### src/rtl/peripheral_bcd2bin.sv
`timescale 1ns/1ps
// Bus peripheral that converts four BCD digits (tho..uni) to a 16-bit binary result.
// Start on an enable 0->1 write; done 5 edges later (err after 1 edge on a bad digit).
module peripheral_bcd2bin (
    input  logic        clk,
    input  logic        rst,
    input  logic [15:0] d_in,
    input  logic        cs,
    input  logic [3:0]  addr,
    input  logic        rd,
    input  logic        wr,
    output logic [15:0] d_out
);

    typedef enum logic [1:0] {IDLE, CALC, DONE} state_t;

    state_t      state, state_nxt;
    logic        enable_q;
    logic [3:0]  tho, hun, ten, uni;
    logic [13:0] acc;
    logic [2:0]  idx;
    logic [15:0] result;
    logic        done, err;

    logic        wr_en, busy, start, bad_digit, calc_bad, calc_fin;
    logic [3:0]  digit;
    logic [13:0] acc_mac;
    logic        unused_d_in;

    assign unused_d_in = ^d_in[15:4];

    assign wr_en     = cs & wr;
    assign busy      = (state == CALC);
    assign start     = wr_en & (addr == 4'h0) & d_in[0] & ~enable_q & ~busy;
    assign bad_digit = (tho > 4'd9) | (hun > 4'd9) | (ten > 4'd9) | (uni > 4'd9);
    // Digits are frozen during CALC, so validating on the first CALC edge is exact.
    assign calc_bad  = busy & (idx == 3'd0) & bad_digit;
    assign calc_fin  = busy & (idx == 3'd4);

    always_comb begin
        digit = tho;
        case (idx[1:0])
            2'd0: digit = tho;
            2'd1: digit = hun;
            2'd2: digit = ten;
            2'd3: digit = uni;
            default: digit = tho;
        endcase
    end

    assign acc_mac = (acc << 3) + (acc << 1) + {10'd0, digit};

    always_ff @(posedge clk or posedge rst) begin
        if (rst) state <= IDLE;
        else     state <= state_nxt;
    end

    always_comb begin
        state_nxt = state;
        case (state)
            IDLE, DONE: if (start) state_nxt = CALC;
            CALC:       if (calc_bad || calc_fin) state_nxt = DONE;
            default:    state_nxt = IDLE;
        endcase
    end

    always_ff @(posedge clk or posedge rst) begin
        if (rst) begin
            enable_q <= 1'b0;
            tho      <= 4'd0;
            hun      <= 4'd0;
            ten      <= 4'd0;
            uni      <= 4'd0;
            acc      <= 14'd0;
            idx      <= 3'd0;
            result   <= 16'd0;
            done     <= 1'b0;
            err      <= 1'b0;
        end else begin
            if (wr_en && !busy) begin
                case (addr)
                    4'h0: enable_q <= d_in[0];
                    4'h2: tho      <= d_in[3:0];
                    4'h4: hun      <= d_in[3:0];
                    4'h6: ten      <= d_in[3:0];
                    4'h8: uni      <= d_in[3:0];
                    default: ;
                endcase
            end
            if (start) begin
                acc  <= 14'd0;
                idx  <= 3'd0;
                done <= 1'b0;
                err  <= 1'b0;
            end else if (calc_bad) begin
                err    <= 1'b1;
                done   <= 1'b1;
                result <= 16'd0;
            end else if (calc_fin) begin
                result <= {2'b00, acc};
                done   <= 1'b1;
            end else if (busy) begin
                acc <= acc_mac;
                idx <= idx + 3'd1;
            end
        end
    end

    always_comb begin
        d_out = 16'h0000;
        if (cs && rd && !rst) begin
            case (addr)
                4'h2: d_out = {12'd0, tho};
                4'h4: d_out = {12'd0, hun};
                4'h6: d_out = {12'd0, ten};
                4'h8: d_out = {12'd0, uni};
                4'hA: d_out = result;
                4'hC: d_out = {15'd0, done};
                4'hE: d_out = {15'd0, err};
                default: d_out = 16'h0000;
            endcase
        end
    end

endmodule
### config.mk
export PLATFORM = sky130hd
export DESIGN_NAME = peripheral_bcd2bin
export DESIGN_NICKNAME = d
export VERILOG_FILES = /design/src/rtl/peripheral_bcd2bin.sv
export SDC_FILE = /design/constraint.sdc
export NUM_CORES = 1
export LEC_CHECK = 0
export BUFFER_PORTS_ARGS = -buffer_cell sky130_fd_sc_hd__buf_2
export CAP_MARGIN = 10
export CORE_MARGIN = 2
export CORE_UTILIZATION = 45
export CTS_CLUSTER_SIZE = 20
export DETAILED_ROUTE_END_ITERATION = 7
export HOLD_SLACK_MARGIN = 0.05
export PLACE_DENSITY = 0.75
export SYNTH_ARGS = -nofsm -noshare
export SYNTH_HDL_FRONTEND = slang
export SYNTH_SLANG_ARGS = --single-unit
export TNS_END_PERCENT = 50
### constraint.sdc
create_clock -name clk -period 3.6 [get_ports clk]
set_clock_uncertainty 0.1 [all_clocks]
set_input_delay 0 -clock clk [delete_from_list [all_inputs] [get_ports clk]]
set_output_delay 0 -clock clk [all_outputs]
set_load 0.02 [all_outputs]
# After elaboration in Yosys (flattened, before gate mapping)
# Index checks and enable logic that the tools add are counted.
dict set report totals {
  register_bits 54
  elab_cells 93
  out_inout_bits 16
}
dict set report classes {
  n_lt_le_gt_ge 4
  muxes 21
  n_addsub 3
  eq_ne 17
  bitwise_logic 14
  n_reduce_logical 23
}
# operator n
set op_table {}
lappend op_table {{one-hot mux 16 bit (7 select lines)} 1}
lappend op_table {{2-to-1 mux 14 bit} 4}
lappend op_table {{2-to-1 mux 16 bit} 3}
lappend op_table {{== test 4 bit, second input constant} 4}
lappend op_table {{greater-than comparator 4 bit, second input constant} 4}
lappend op_table {{one-hot mux 4 bit (4 select lines)} 1}
lappend op_table {{adder 14 bit} 1}
lappend op_table {{adder 14 x 4 -> 14 bit} 1}
lappend op_table {{AND reduction 2 bit} 7}
lappend op_table {{2-to-1 mux 3 bit} 4}
lappend op_table {{AND 1 bit} 8}
lappend op_table {{== test 4 x 3 -> 1 bit, second input constant} 2}
lappend op_table {{== test 2 bit, second input constant} 3}
lappend op_table {{!= test 2 bit, second input constant} 3}
lappend op_table {{nonzero test 2 bit} 3}
lappend op_table {{2-to-1 mux 1 bit} 5}
lappend op_table {{== test 2 x 1 -> 1 bit, second input constant} 2}
lappend op_table {{== test 4 x 2 -> 1 bit, second input constant} 1}
lappend op_table {{logical NOT 2 bit} 2}
lappend op_table {{logical NOT 4 bit} 1}
lappend op_table {{2-to-1 mux 2 bit} 2}
lappend op_table {{one-hot mux 2 bit (2 select lines)} 1}
lappend op_table {{adder 3 x 1 -> 3 bit, second input constant} 1}
lappend op_table {{== test 3 bit, second input constant} 1}
lappend op_table {{other kinds (10)} 17}

# Logic depth before layout (Yosys ltp)
# Gate-level depths: netlist of run 1.
dict set report depth {
  depth_word 8
  depth_mapped 13
}

# Worst setup path after synthesis of run 1
# Ideal clock, no wire load.
dict set report synth_timing {
  path_type {register -> register}
  startpoint {register idx[0]}
  endpoint {register acc[9]}
  setup_ps 120
  period_less_slack_ps 2978
  arrival_time_ps 2757
  slack_ps 622
  stages_incl_launch_ff 12
  cell_sequence {dfrtp_1 > ha_1 > a222oi_1 > nand2_1 > o21ai_0 > fa_1 > inv_1 > ha_1 > a211oi_2 > o21ai_1 > or3_1 > a41o_1}
}
dict set report synth_via {
  elab_chain_len 7
  word_cells_on_any_way 18
}
# item line
set synth_lines {}
lappend synth_lines {{start: declaration} 21} ;# logic [2:0] idx;
lappend synth_lines {{start signal: assignment} 104} ;# idx <= idx + 3'd1;
lappend synth_lines {{== test 2 bit, or another cell as far along} 42} ;# case (idx[1:0])
lappend synth_lines {{one-hot mux 4 bit (4 select lines)} 42}
lappend synth_lines {{adder 14 x 4 -> 14 bit} 51} ;# assign acc_mac = (acc << 3) + (acc << 1) + {10'd0, digit};
lappend synth_lines {{2-to-1 mux 14 bit} 102} ;# end else if (busy) begin
lappend synth_lines {{2-to-1 mux 14 bit} 99} ;# end else if (calc_fin) begin
lappend synth_lines {{2-to-1 mux 14 bit} 95} ;# end else if (calc_bad) begin
lappend synth_lines {{2-to-1 mux 14 bit} 90} ;# if (start) begin
lappend synth_lines {{end signal: assignment} 103} ;# acc <= acc_mac;
lappend synth_lines {{end: declaration} 20} ;# logic [13:0] acc;
# Parallel ways exist; a longest one is shown, timed or not. The select of a mux whose other input is x is not followed.
# A chain may end at the register's enable or synchronous reset.

# Worst setup path after layout of run 1
dict set report layout_timing {
  startpoint {register idx[0]}
  endpoint {register acc[12]}
}
# Same word-level chain as after synthesis.

==> out/summary.txt, run 1 <==
Run status - complete, no violations
Starting Density - 46.8%
Post-Synth Simple-Gate Area - 15.9%
Fin nets - 405
Die area - 0.00830 mm²
WL final - 7330 µm
Main combinational cell family by area after synthesis - compound AO/OA/AOI/OAI gates
1st-iter DRT viols - 188
Slowest CP cell - fa_1
Synth Area in Compound Gates - 18.0%
Syn Std Cell Area - 0.00342 mm²
Vias in the first global route - 2,566
Data required time of the worst path - 3700 ps
First-pass GRT wire length - 12,400 µm
Final setup fails - 0
Cell count after synthesis - 326
Worst Max-Slew Pin Slew - 716 ps
Minimum clock period - 3310 ps
TNS Setup - 0 ps
Hold Fails Final Rpt - 0
Site row count - 31
Post-synth top flop - dfrtp_1
Kind of cell adding the most delay to the critical path - adder cells
Worst Path Buf+Inv - 1
H-tree lvl count - 2
Layout cells sized above 1 - 20.5%
Leakage - 0.00180 µW
Instance area at placement - 0.00358 mm²
Leading post-synthesis cells by cell area - dfrtp_1 (38%), ha_1 (9.9%), a32o_1 (4.1%), o21ai_2 (3.3%), mux2i_1 (3.2%)
GRT Residual Overflow - 0
GRT met1 Usage - 25.9%
Die height - 91.1 µm
Top Ports - 41
Clock buffer depth - 2
Drt drc - 0
GRT Overall Usage - 18.3%
Worst r2r dst - acc[12]$_DFFE_PP0P_
Max incr delay on CP - 420 ps
PortBufs - 26
Asr flop ratio synth - 100%
WL/cell - 16.3 µm
Top-area cell type share of the netlist area - 38.1%
Fillers - 686
Dpl hpwl - 5270 µm
Worst hold stages - 5
EDFF count, synth - 0
CTS tree - yes
R2r setup slk - 290 ps
First-pass DRT Iterations - 5
Crit path cell chain - inv_1 -> ha_1 -> a222oi_1 -> a21oi_1 -> ha_1 -> ha_1 -> fa_1 -> a21o_1 -> a31o_1 -> a21oi_1 -> xor2_1 -> mux2i_1
F_max - 302 MHz
Number of max-cap violations - 0
Antenna-violating nets left - 0
RR Startpoint - idx[0]$_DFFE_PP0P_
Vias - 2,606
Fin crit share - 92.0%
Kind of critical path - reg2reg
Slew margin rel. - 52.3%
Core region area - 0.00729 mm²
Synth Area in Adders - 11.1%
Peak VDD IR - 0.000305 V
Pin count of the biggest net entering global routing - 53
N_diodes - 0
Sequential fraction of the synthesis area - 38.1%
R2R depth - 12
Synth warn - 0
Worst-skew pair later-pin latency - 310 ps
Area delta synth->final - 9.23%
Critical Path AT - 3420 ps
RSZ-0062 raised after global routing - false
Cts bufs inserted - 5
Met3 Use GR - 4.23%
Crit path launch type - register
Worst-path clk slew - 90 ps
Netlist cell types - 57
Max FO, Critical Path - 4
CTS Root Cell - clkbuf_8
Routability Congestion - 0.820
Yosys reg bits - 52
Multiplexer area fraction after synthesis - 9.49%
Setup crit end kind - register
Syn avg cell area - 10.5 µm²
Worst hold start - cs
Non-filler cells, final - 450
Most Used Layer, Global Route - met2
Fin area - 0.00373 mm²
Leading area contributor after synthesis - dfrtp_1
Hold endpoint - hun[0]$_DFFE_PP0P_
Vias per inst - 5.79
Fin. max-slew vios - 0
Most used cell along the critical path - ha_1
Synth Area in XOR/XNOR - 3.08%
Hold Path Class - in2reg
Hold slack - 56.8 ps
Routing usage on met2 - 28.9%
PD cells - 839 mW/mm²
Clock sinks - 52
Initial antenna violation count - 0
Placed Cells - 437
Die width - 91.1 µm
==> synthesized netlist by cell type (2+ instances only) <==
cell type	instances
clkbuf_1	4
nand2b_1	3
inv_1	10
mux2i_1	11
buf_2	6
buf_6	3
a31o_1	2
xnor2_1	6
o21ai_1	6
nor3_1	3
o211ai_1	2
o22ai_1	3
xor2_1	6
buf_4	4
o21ai_2	13
nor3_2	2
nand2b_2	2
mux2_4	3
or3_1	2
fa_1	2
a21o_1	5
nand2_1	29
a222oi_1	5
nor2_1	14
or2_1	2
nand4_1	3
mux2_2	8
nand3_1	11
o21a_1	2
dfrtp_1	52
a211o_1	2
a21oi_1	13
a32o_1	14
and2_1	11
ha_1	27
o21ai_0	8
mux2_1	7
==> per-layer routing <==
layer / vias to the layer above / wire length, µm
li1: 1237 / -
met1: 1279 / 3380
met2: 84 / 3470
met3: 6 / 422
met4: 0 / 59
met5: - / 0
==> tightest hold or removal path, cell delays in order <==
cell and delay, ps:
buf_2 130, nand3_4 100, nor4_4 70, nand2_1 60
o21ai_0 60
==> final cells by class <==
class	count	area [µm²]	share of cell area [%]
well taps	99	124	3.32
repair buffers	34	205	5.50
clock inverters	1	8.76	0.235
multi-input cells	248	1970	52.9
inverters	10	37.5	1.01
clock buffers	6	82.6	2.21
flip-flops and latches	52	1300	34.9
==> placed cells by master, fill, tap and decap left out, types with 3 or more instances in the layout <==
cell type      Yosys  final
nand2_1           29     29
nand2b_1           3      3
o22ai_1            3      3
o21ai_0            8      8
nand4_1            3      3
xor2_1             6      6
nand3_1           11     11
mux2_1             7      7
o21ai_1            6      6
xnor2_1            6      6
mux2_4             3      3
and2_1            11     11
clkbuf_8           0      6
mux2_2             8      8
nor2_1            14     14
a222oi_1           5      5
buf_2              6     26
a21oi_1           13     13
dfrtp_1           52     52
dlygate4sd3_1      0      6
a21o_1             5      5
inv_1             10      9
o21ai_2           13     13
nor3_1             3      3
ha_1              27     27
a32o_1            14     14
mux2i_1           11     11
==> flip-flops by register name, indices dropped and copies added, names as in the netlist <==
| register | count |
|---|---|
| err | 1 |
| idx | 3 |
| ten | 4 |
| acc | 14 |
| result | 14 |
| tho | 4 |
| hun | 4 |
| done | 1 |
| state | 2 |
| uni | 4 |
| enable_q | 1 |
==> cell families after synthesis <==
| kind of cell | Yosys count |
|---|---|
| and+or+nand+nor | 95 |
| AOI/OAI and AO/OA | 81 |
| DFF | 52 |
| adders and majority gates | 29 |
| muxes | 29 |
| buffers and inverters | 27 |
| xor gates and xnor gates | 12 |
| other | 1 |
==> repair_timing <==
| item | in CTS | in global routing |
|---|---|---|
| endpoints found under the hold margin | 69 | 0 |
| resized for setup | 0 | 0 |
| buffers inserted | 0 | 0 |
| hold buffers | 6 | 0 |
==> worst max path at each step <==
stage | from | cells after the start | to | slack (ps)
floorplan | idx[0]$_DFFE_PP0P_ | 11 | acc[9]$_DFFE_PP0P_ | 620
global placement | idx[0]$_DFFE_PP0P_ | 11 | acc[12]$_DFFE_PP0P_ | 370
detailed placement | idx[0]$_DFFE_PP0P_ | 12 | acc[13]$_DFFE_PP0P_ | 310
CTS | idx[0]$_DFFE_PP0P_ | 12 | acc[13]$_DFFE_PP0P_ | 270
global route | idx[0]$_DFFE_PP0P_ | 12 | acc[12]$_DFFE_PP0P_ | 60
finish | idx[0]$_DFFE_PP0P_ | 12 | acc[12]$_DFFE_PP0P_ | 290
==> metrics by stage <==
step | setup slack, ps | power [µW] | util (%)
6_report | 288 | 3130 | 51.2
4_1_cts | 273 | 3140 | 51.2
3_3_place_gp | 367 | 2700 | 49.1
2_1_floorplan | 622 | 2410 | -
5_1_grt | 57.2 | 3440 | 51.2
3_5_place_dp | 307 | 2780 | 49.1
==> power by group <==
group | internal, µW | switching (µW) | total (µW)
Combinational | 794 | 980 | 1770
Sequential | 784 | 228 | 1010
Clock | 154 | 191 | 345
Note: power is estimated with default switching activity, not from simulation.
==> run 2, diff against run 1 <==
ABC_AREA = 1   (was not set)
CTS_BUF_LIST = sky130_fd_sc_hd__clkbuf_8   (was not set)
CTS_CLUSTER_DIAMETER = 200   (was not set)
==> run 2 against run 1 <==
Highest routed layer unchanged. Largest cell class unchanged. Worst setup slack better by 300 ps. Critical path depth is 1 higher. Flip-flop and latch count stayed put. Non-clock buffer count stayed put.
==> out/summary.txt, run 2 <==
Run status - complete, no violations (unchanged)
Fin area - 0.00380 mm² (was 0.00373 mm²)
Setup crit end kind - register (unchanged)
TNS Setup - 0 ps (unchanged)
Max FO, Critical Path - 5 (was 4)
1st-iter DRT viols - 156 (was 188)
Layout cells sized above 1 - 11.0% (was 20.5%)
Hold Fails Final Rpt - 0 (unchanged)
N_diodes - 0 (unchanged)
Worst-path clk slew - 100 ps (was 90 ps)
Sequential fraction of the synthesis area - 37.9% (was 38.1%)
Most used cell along the critical path - inv_1 (was ha_1)
GRT Residual Overflow - 0 (unchanged)
PortBufs - 26 (unchanged)
Worst Max-Slew Pin Slew - 715 ps (was 716 ps)
First-pass DRT Iterations - 5 (unchanged)
Setup bufs post-CTS - 0 (unchanged)
Antenna-violating nets left - 0 (unchanged)
Met3 Use GR - 2.66% (was 4.23%)
Cts bufs inserted - 5 (unchanged)
Number of max-cap violations - 0 (unchanged)
Top-area cell type share of the netlist area - 37.9% (was 38.1%)
Final setup fails - 0 (unchanged)
Worst-skew pair later-pin latency - 310 ps (about the same)
Fin. max-slew vios - 0 (unchanged)
Die area - 0.00835 mm² (was 0.00830 mm²)
Dpl ws - 630 ps (was 307 ps)
First-pass GRT wire length - 14,000 µm (was 12,400 µm)
Crit path cell chain - inv_1 -> ha_1 -> inv_1 -> o21ai_0 -> o22ai_1 -> fa_1 -> inv_1 -> fa_1 -> nand2_1 -> nand3_1 -> nand2_1 -> xor2_1 -> o21ai_0 (was inv_1 -> ha_1 -> a222oi_1 -> a21oi_1 -> ha_1 -> ha_1 -> fa_1 -> a21o_1 -> a31o_1 -> a21oi_1 -> xor2_1 -> mux2i_1)
Most numerous cell in the Yosys netlist - nand2_1 (was dfrtp_1)
Largest regs - acc (14), result (14) (unchanged)
Cell count after synthesis - 458 (was 326)
Final worst slack - 589 ps (was 288 ps)
CTS Root Cell - clkbuf_8 (unchanged)
Area delta synth->final - 10.7% (was 9.23%)
Leading area contributor after synthesis - dfrtp_1 (unchanged)
Yosys reg bits - 52 (unchanged)
Worst r2r dst - acc[6]$_DFFE_PP0P_ (was acc[12]$_DFFE_PP0P_)
F_max - 332 MHz (was 302 MHz)
RSZ-0062 raised after global routing - false (unchanged)
Most frequent cells in the layout - nand2_1 (140), inv_1 (53), dfrtp_1 (52), nand3_1 (41), o21ai_0 (34) (was dfrtp_1 (52), nand2_1 (29), ha_1 (27), buf_2 (26))
Register Area - 0.00130 mm² (unchanged)
Routability Congestion - 0.863 (was 0.820)
Post-synth top flop - dfrtp_1 (unchanged)
Synth warn - 0 (unchanged)
Vias in the first global route - 3,065 (was 2,566)
Syn avg cell area - 7.50 µm² (was 10.5 µm²)
Initial antenna violation count - 0 (unchanged)
PD cells - 813 mW/mm² (was 839 mW/mm²)
Data required time of the worst path - 3690 ps (was 3700 ps)
Fillers - 735 (was 686)
Placed Cells - 576 (was 437)
Dpl hpwl - 6070 µm (was 5270 µm)
Kind of cell adding the most delay to the critical path - adder cells (unchanged)
Critical Path AT - 3100 ps (was 3420 ps)
Commonest non-fill, non-tap cell in the layout - nand2_1 (was dfrtp_1)
Fin nets - 545 (was 405)
Worst hold start - wr (was cs)
WL/cell - 13.6 µm (was 16.3 µm)
R2r setup slk - 590 ps (was 290 ps)
Pin count of the biggest net entering global routing - 53 (unchanged)
WL final - 8020 µm (was 7330 µm)
Leakage - 0.00204 µW (was 0.00180 µW)
Drt drc - 0 (unchanged)
CTS tree - yes (unchanged)
GRT Overall Usage - 20.5% (was 18.3%)
Non-filler cells, final - 591 (was 450)
Hold endpoint - state[1]$_DFFE_PP0P_ (was hun[0]$_DFFE_PP0P_)
GRT met1 Usage - 27.2% (was 25.9%)
Clock sinks - 52 (unchanged)
Crit path launch type - register (unchanged)
Worst hold stages - 6 (was 5)
Leading post-synthesis cells by cell area - dfrtp_1 (38%), nand2_1 (15%), ha_1 (9.8%), nand3_1 (6.0%), inv_1 (5.7%) (was dfrtp_1 (38%), ha_1 (9.9%), a32o_1 (4.1%), o21ai_2 (3.3%), mux2i_1 (3.2%))
Site row count - 31 (unchanged)
Most Used Layer, Global Route - met2 (unchanged)
H-tree lvl count - 2 (unchanged)
Starting Density - 46.9% (was 46.8%)
Instance area at placement - 0.00365 mm² (was 0.00358 mm²)
R2R depth - 13 (was 12)
Kind of critical path - reg2reg (unchanged)
Asr flop ratio synth - 100% (unchanged)
Most frequent cells after synthesis - nand2_1 (140), dfrtp_1 (52), inv_1 (52) (was dfrtp_1 (52), nand2_1 (29), ha_1 (27))
Vias per inst - 5.17 (was 5.79)
Die height - 91.4 µm (was 91.1 µm)
Max incr delay on CP - 510 ps (was 420 ps)
Fin crit share - 83.6% (was 92.0%)
Peak VDD IR - 0.000340 V (was 0.000305 V)
Hold Path Class - in2reg (unchanged)
Top Ports - 41 (unchanged)
Core region area - 0.00733 mm² (was 0.00729 mm²)
Netlist cell types - 35 (was 57)
EDFF count, synth - 0 (unchanged)
Slowest CP cell - fa_1 (unchanged)
Slew margin rel. - 52.1% (was 52.3%)
Area of the multi-input gates - 0.00188 mm² (was 0.00197 mm²)
RR Startpoint - idx[0]$_DFFE_PP0P_ (unchanged)
Minimum clock period - 3010 ps (was 3310 ps)
Syn Std Cell Area - 0.00343 mm² (was 0.00342 mm²)
Worst Path Buf+Inv - 3 (was 1)
Clock buffer depth - 2 (unchanged)
Vias - 3,058 (was 2,606)
Routing usage on met2 - 34.3% (was 28.9%)
Die width - 91.4 µm (was 91.1 µm)
## run 2: final cells by class
cell class                      instances  share of cell area [%]
Multi-Input combinational cell        344                    49.4
Sequential cell                        52                    34.2
Timing Repair Buffer                   34                    5.46
Inverter                               54                    5.40
Tap cell                               99                    3.26
Clock buffer                            5                    1.81
Clock inverter                          3                   0.428
## run 2: metrics by stage
step | utilization, % | hold WS [ps] | total power (µW)
final | 51.9 | 56.5 | 3090
after global routing | 51.9 | 76.4 | 3440
after CTS | 51.9 | 50.2 | 3090
after detailed placement | 49.7 | 150 | 2750
after global placement | 49.7 | 142 | 2680
after floorplan | - | 21.0 | 2360
## run 2: worst max-delay path by stage
stage                             startpoint                  to  slack, ps  cells past startpoint
after floorplan           idx[0]$_DFFE_PP0P_  acc[6]$_DFFE_PP0P_        980                     13
after global placement    idx[0]$_DFFE_PP0P_  acc[9]$_DFFE_PP0P_        700                     14
after detailed placement  idx[0]$_DFFE_PP0P_  acc[6]$_DFFE_PP0P_        630                     13
after CTS                 idx[0]$_DFFE_PP0P_  acc[6]$_DFFE_PP0P_        600                     13
after global routing      idx[0]$_DFFE_PP0P_  acc[9]$_DFFE_PP0P_        330                     14
final                     idx[0]$_DFFE_PP0P_  acc[6]$_DFFE_PP0P_        590                     13
## run 2: metal layers
metal | share of wire, % | vias up
li1 | - | 1545
met1 | 46 | 1434
met2 | 48 | 68
met3 | 4.1 | 11
met4 | 1.7 | 0
met5 | 0 | -
## run 2: timing repair
item | CTS | global route
hold buffers | 7 | 0
resized for setup | 0 | 0
endpoints found under the hold margin | 72 | 0
## run 2: kinds of logic after synthesis
| family | after synthesis | synth area share, % |
|---|---|---|
| AND/OR/NAND/NOR | 250 | 32.9 |
| buffers and inverters | 63 | 7.54 |
| AO/OA/AOI/OAI | 57 | 9.00 |
| flip-flops | 52 | 37.9 |
| adder cells (fa/ha/maj) | 29 | 11.0 |
| XOR/XNOR | 6 | 1.53 |
| other | 1 | 0.109 |
## run 2: worst reg2reg max path, delay by kind of cell (launching register included)
kind	cells	cell delay [ps]
buffers and inverters	3	300
AND/OR/NAND/NOR	3	280
AO/OA/AOI/OAI	3	330
flip-flops	1	440
XOR/XNOR	1	170
adder cells (fa/ha/maj)	3	1280
## run 2: where the power goes
| group | switching, µW | internal, µW | total (µW) |
|---|---|---|---|
| sequential | 193 | 763 | 956 |
| clock | 194 | 134 | 328 |
| combinational | 1110 | 697 | 1800 |
| total | 1490 | 1590 | 3090 |
==> run 3, diff against run 2 <==
clock period = 3 ns   (was 3.6 ns; I/O delays follow)
==> run 3 against run 2 <==
Power rose by 22%. Via count fell by 0.29%. Worst hold slack got worse by 0.90 ps. Clock-buffer cell count did not move. Utilization rose by 0.89 points. Cell area rose by 1.7%. Combinational power rose by 24%. Non-clock buffer count rose by 5. Sequential share of layout area fell by 0.58 points. Global-route usage fell by 0.49 points. Final cell count rose by 0.68%. Largest cell class unchanged. Largest power group unchanged.
==> out/summary.txt, run 3 (synthesis results as in run 2) <==
Run status - complete, no violations (unchanged)
Die area - 0.00835 mm² (unchanged)
Site row count - 31 (unchanged)
Leakage - 0.00205 µW (was 0.00204 µW)
Data required time of the worst path - 3090 ps (was 3690 ps)
Clock buffer depth - 2 (unchanged)
Drt drc - 0 (unchanged)
Vias per inst - 5.12 (was 5.17)
Vias - 3,049 (was 3,058)
First-pass GRT wire length - 13,700 µm (was 14,000 µm)
Pin count of the biggest net entering global routing - 53 (unchanged)
Core region area - 0.00733 mm² (unchanged)
Slowest CP cell - fa_1 (unchanged)
Most frequent cells in the layout - nand2_1 (140), dfrtp_1 (52), inv_1 (48), nand3_1 (39) (was nand2_1 (140), inv_1 (53), dfrtp_1 (52), nand3_1 (41), o21ai_0 (34))
Worst Max-Slew Pin Slew - 720 ps (was 715 ps)
Crit path cell chain - inv_1 -> ha_2 -> inv_1 -> o21ai_1 -> o22ai_2 -> fa_1 -> inv_1 -> ha_1 -> nand3_1 -> nand3_2 -> nand2_1 -> nand2_1 -> xnor2_1 -> o21ai_0 (was inv_1 -> ha_1 -> inv_1 -> o21ai_0 -> o22ai_1 -> fa_1 -> inv_1 -> fa_1 -> nand2_1 -> nand3_1 -> nand2_1 -> xor2_1 -> o21ai_0)
Critical Path AT - 2880 ps (was 3100 ps)
First-pass DRT Iterations - 4 (was 5)
Worst Path Buf+Inv - 3 (unchanged)
Largest regs - acc (14), result (14) (unchanged)
GRT Residual Overflow - 0 (unchanged)
F_max - 358 MHz (was 332 MHz)
N_diodes - 0 (unchanged)
Peak VDD IR - 0.000371 V (was 0.000340 V)
Routability Congestion - 0.889 (was 0.863)
WL final - 7990 µm (was 8020 µm)
Setup crit end kind - register (unchanged)
Fin crit share - 93.1% (was 83.6%)
Kind of critical path - reg2reg (unchanged)
Kind of cell adding the most delay to the critical path - adder cells (unchanged)
WL/cell - 13.4 µm (was 13.6 µm)
WL met2 - 3660 µm (was 3880 µm)
Antenna-violating nets left - 0 (unchanged)
Crit path launch type - register (unchanged)
PortBufs - 26 (unchanged)
1st-iter DRT viols - 155 (was 156)
Clock sinks - 52 (unchanged)
PD cells - 975 mW/mm² (was 813 mW/mm²)
Slew margin rel. - 51.8% (was 52.1%)
Die width - 91.4 µm (unchanged)
Hold Fails Final Rpt - 0 (unchanged)
CTS Root Cell - clkbuf_8 (unchanged)
Fin nets - 550 (was 545)
H-tree lvl count - 2 (unchanged)
Top layer in use - met4 (unchanged)
GRT Overall Usage - 20.1% (was 20.5%)
Cts bufs inserted - 5 (unchanged)
Most used cell along the critical path - inv_1 (unchanged)
Met3 WL - 338 µm (was 330 µm)
Worst-skew pair later-pin latency - 310 ps (about the same)
Layout cells sized above 1 - 13.3% (was 11.0%)
CTS tree - yes (unchanged)
Fin. max-slew vios - 0 (unchanged)
Fillers - 675 (was 735)
Vias in the first global route - 2,938 (was 3,065)
Initial antenna violation count - 0 (unchanged)
Dpl ws - 71.5 ps (was 630 ps)
Dpl hpwl - 5980 µm (was 6070 µm)
TNS Setup - 0 ps (unchanged)
Final worst slack - 208 ps (was 589 ps)
Worst-path clk slew - 90 ps (was 100 ps)
Commonest non-fill, non-tap cell in the layout - nand2_1 (unchanged)
Max FO, Critical Path - 5 (unchanged)
Die height - 91.4 µm (unchanged)
Number of max-cap violations - 0 (unchanged)
Max incr delay on CP - 510 ps (about the same)
DRT met1 WL - 3870 µm (was 3670 µm)
Final setup fails - 0 (unchanged)
R2r setup slk - 210 ps (was 590 ps)
Top Ports - 41 (unchanged)
Area delta synth->final - 12.6% (was 10.7%)
Placed Cells - 576 (unchanged)
Starting Density - 46.9% (unchanged)
Hold Path Class - in2reg (unchanged)
Non-filler cells, final - 595 (was 591)
Minimum clock period - 2790 ps (was 3010 ps)
==> run 3: changes by cell type in the layout (fill, tap and decap cells not counted), moves of 2 or more <==
| cell | delta |
|---|---|
| nand3_2 | +2 |
| ha_2 | +2 |
| inv_1 | -5 |
| inv_2 | +3 |
| buf_4 | +2 |
| dlygate4sd3_1 | +3 |
| ha_1 | -2 |
| nand3_1 | -2 |
==> run 3: power breakdown <==
group / internal (µW) / total (µW) / switching [µW]
Clock: 159 / 391 / 232
Sequential: 916 / 1150 / 236
Combinational: 875 / 2230 / 1350
==> run 3: worst register-to-register path, stage by stage (launching register included) <==
cell	delay (ps)
dfrtp_1	430
inv_1	110
ha_2	220
inv_1	90
o21ai_1	100
o22ai_2	110
fa_1	510
inv_1	70
ha_1	310
nand3_1	110
nand3_2	110
nand2_1	80
nand2_1	60
xnor2_1	170
o21ai_0	100
==> run 3: path summary, 6_finish.rpt <==
check                                 startpoint  cells after the start               endpoint
max                           idx[1]$_DFFE_PP0P_                     14     acc[9]$_DFFE_PP0P_
min                                      addr[0]                      4     uni[0]$_DFFE_PP0P_
max reg2reg                   idx[1]$_DFFE_PP0P_                     14     acc[9]$_DFFE_PP0P_
min reg2reg                result[7]$_DFFE_PP0P_                      2  result[7]$_DFFE_PP0P_
max in group asynchronous                    rst                      4     hun[1]$_DFFE_PP0P_
min in group asynchronous                    rst                      4   state[0]$_DFFE_PP0P_
==> run 3: final cells by class <==
type,instances,area [µm²],share of cell area (%)
inverters,54,205,5.31
multi-input cells,344,1900,49.2
clock buffers,5,68.8,1.78
flip-flops and latches,52,1300,33.7
repair buffers,39,253,6.54
well taps,99,124,3.20
clock inverters,2,12.5,0.324
==> run 3: stage by stage <==
step	hold WS [ps]	area (µm²)	util [%]	total power (µW)
2_1_floorplan	21.0	3440	-	2830
3_3_place_gp	139	3650	49.7	3210
3_5_place_dp	150	3650	49.7	3280
4_1_cts	56.7	3830	52.2	3700
5_1_grt	109	3870	52.7	4200
6_report	55.6	3870	52.7	3770
==> run 3: timing repair <==
item	CTS	global route
hold endpoints to repair	71	0
resized for setup	0	10
hold buffers	10	0
setup endpoints to repair	0	9
buffers inserted	0	2
==> run 3: routing by layer <==
layer | global-route usage (%) | vias up
met2 | 31.6 | 68
met1 | 28.0 | 1423
met4 | 7.83 | 0
met5 | 0 | -
li1 | - | 1548
met3 | 2.57 | 10
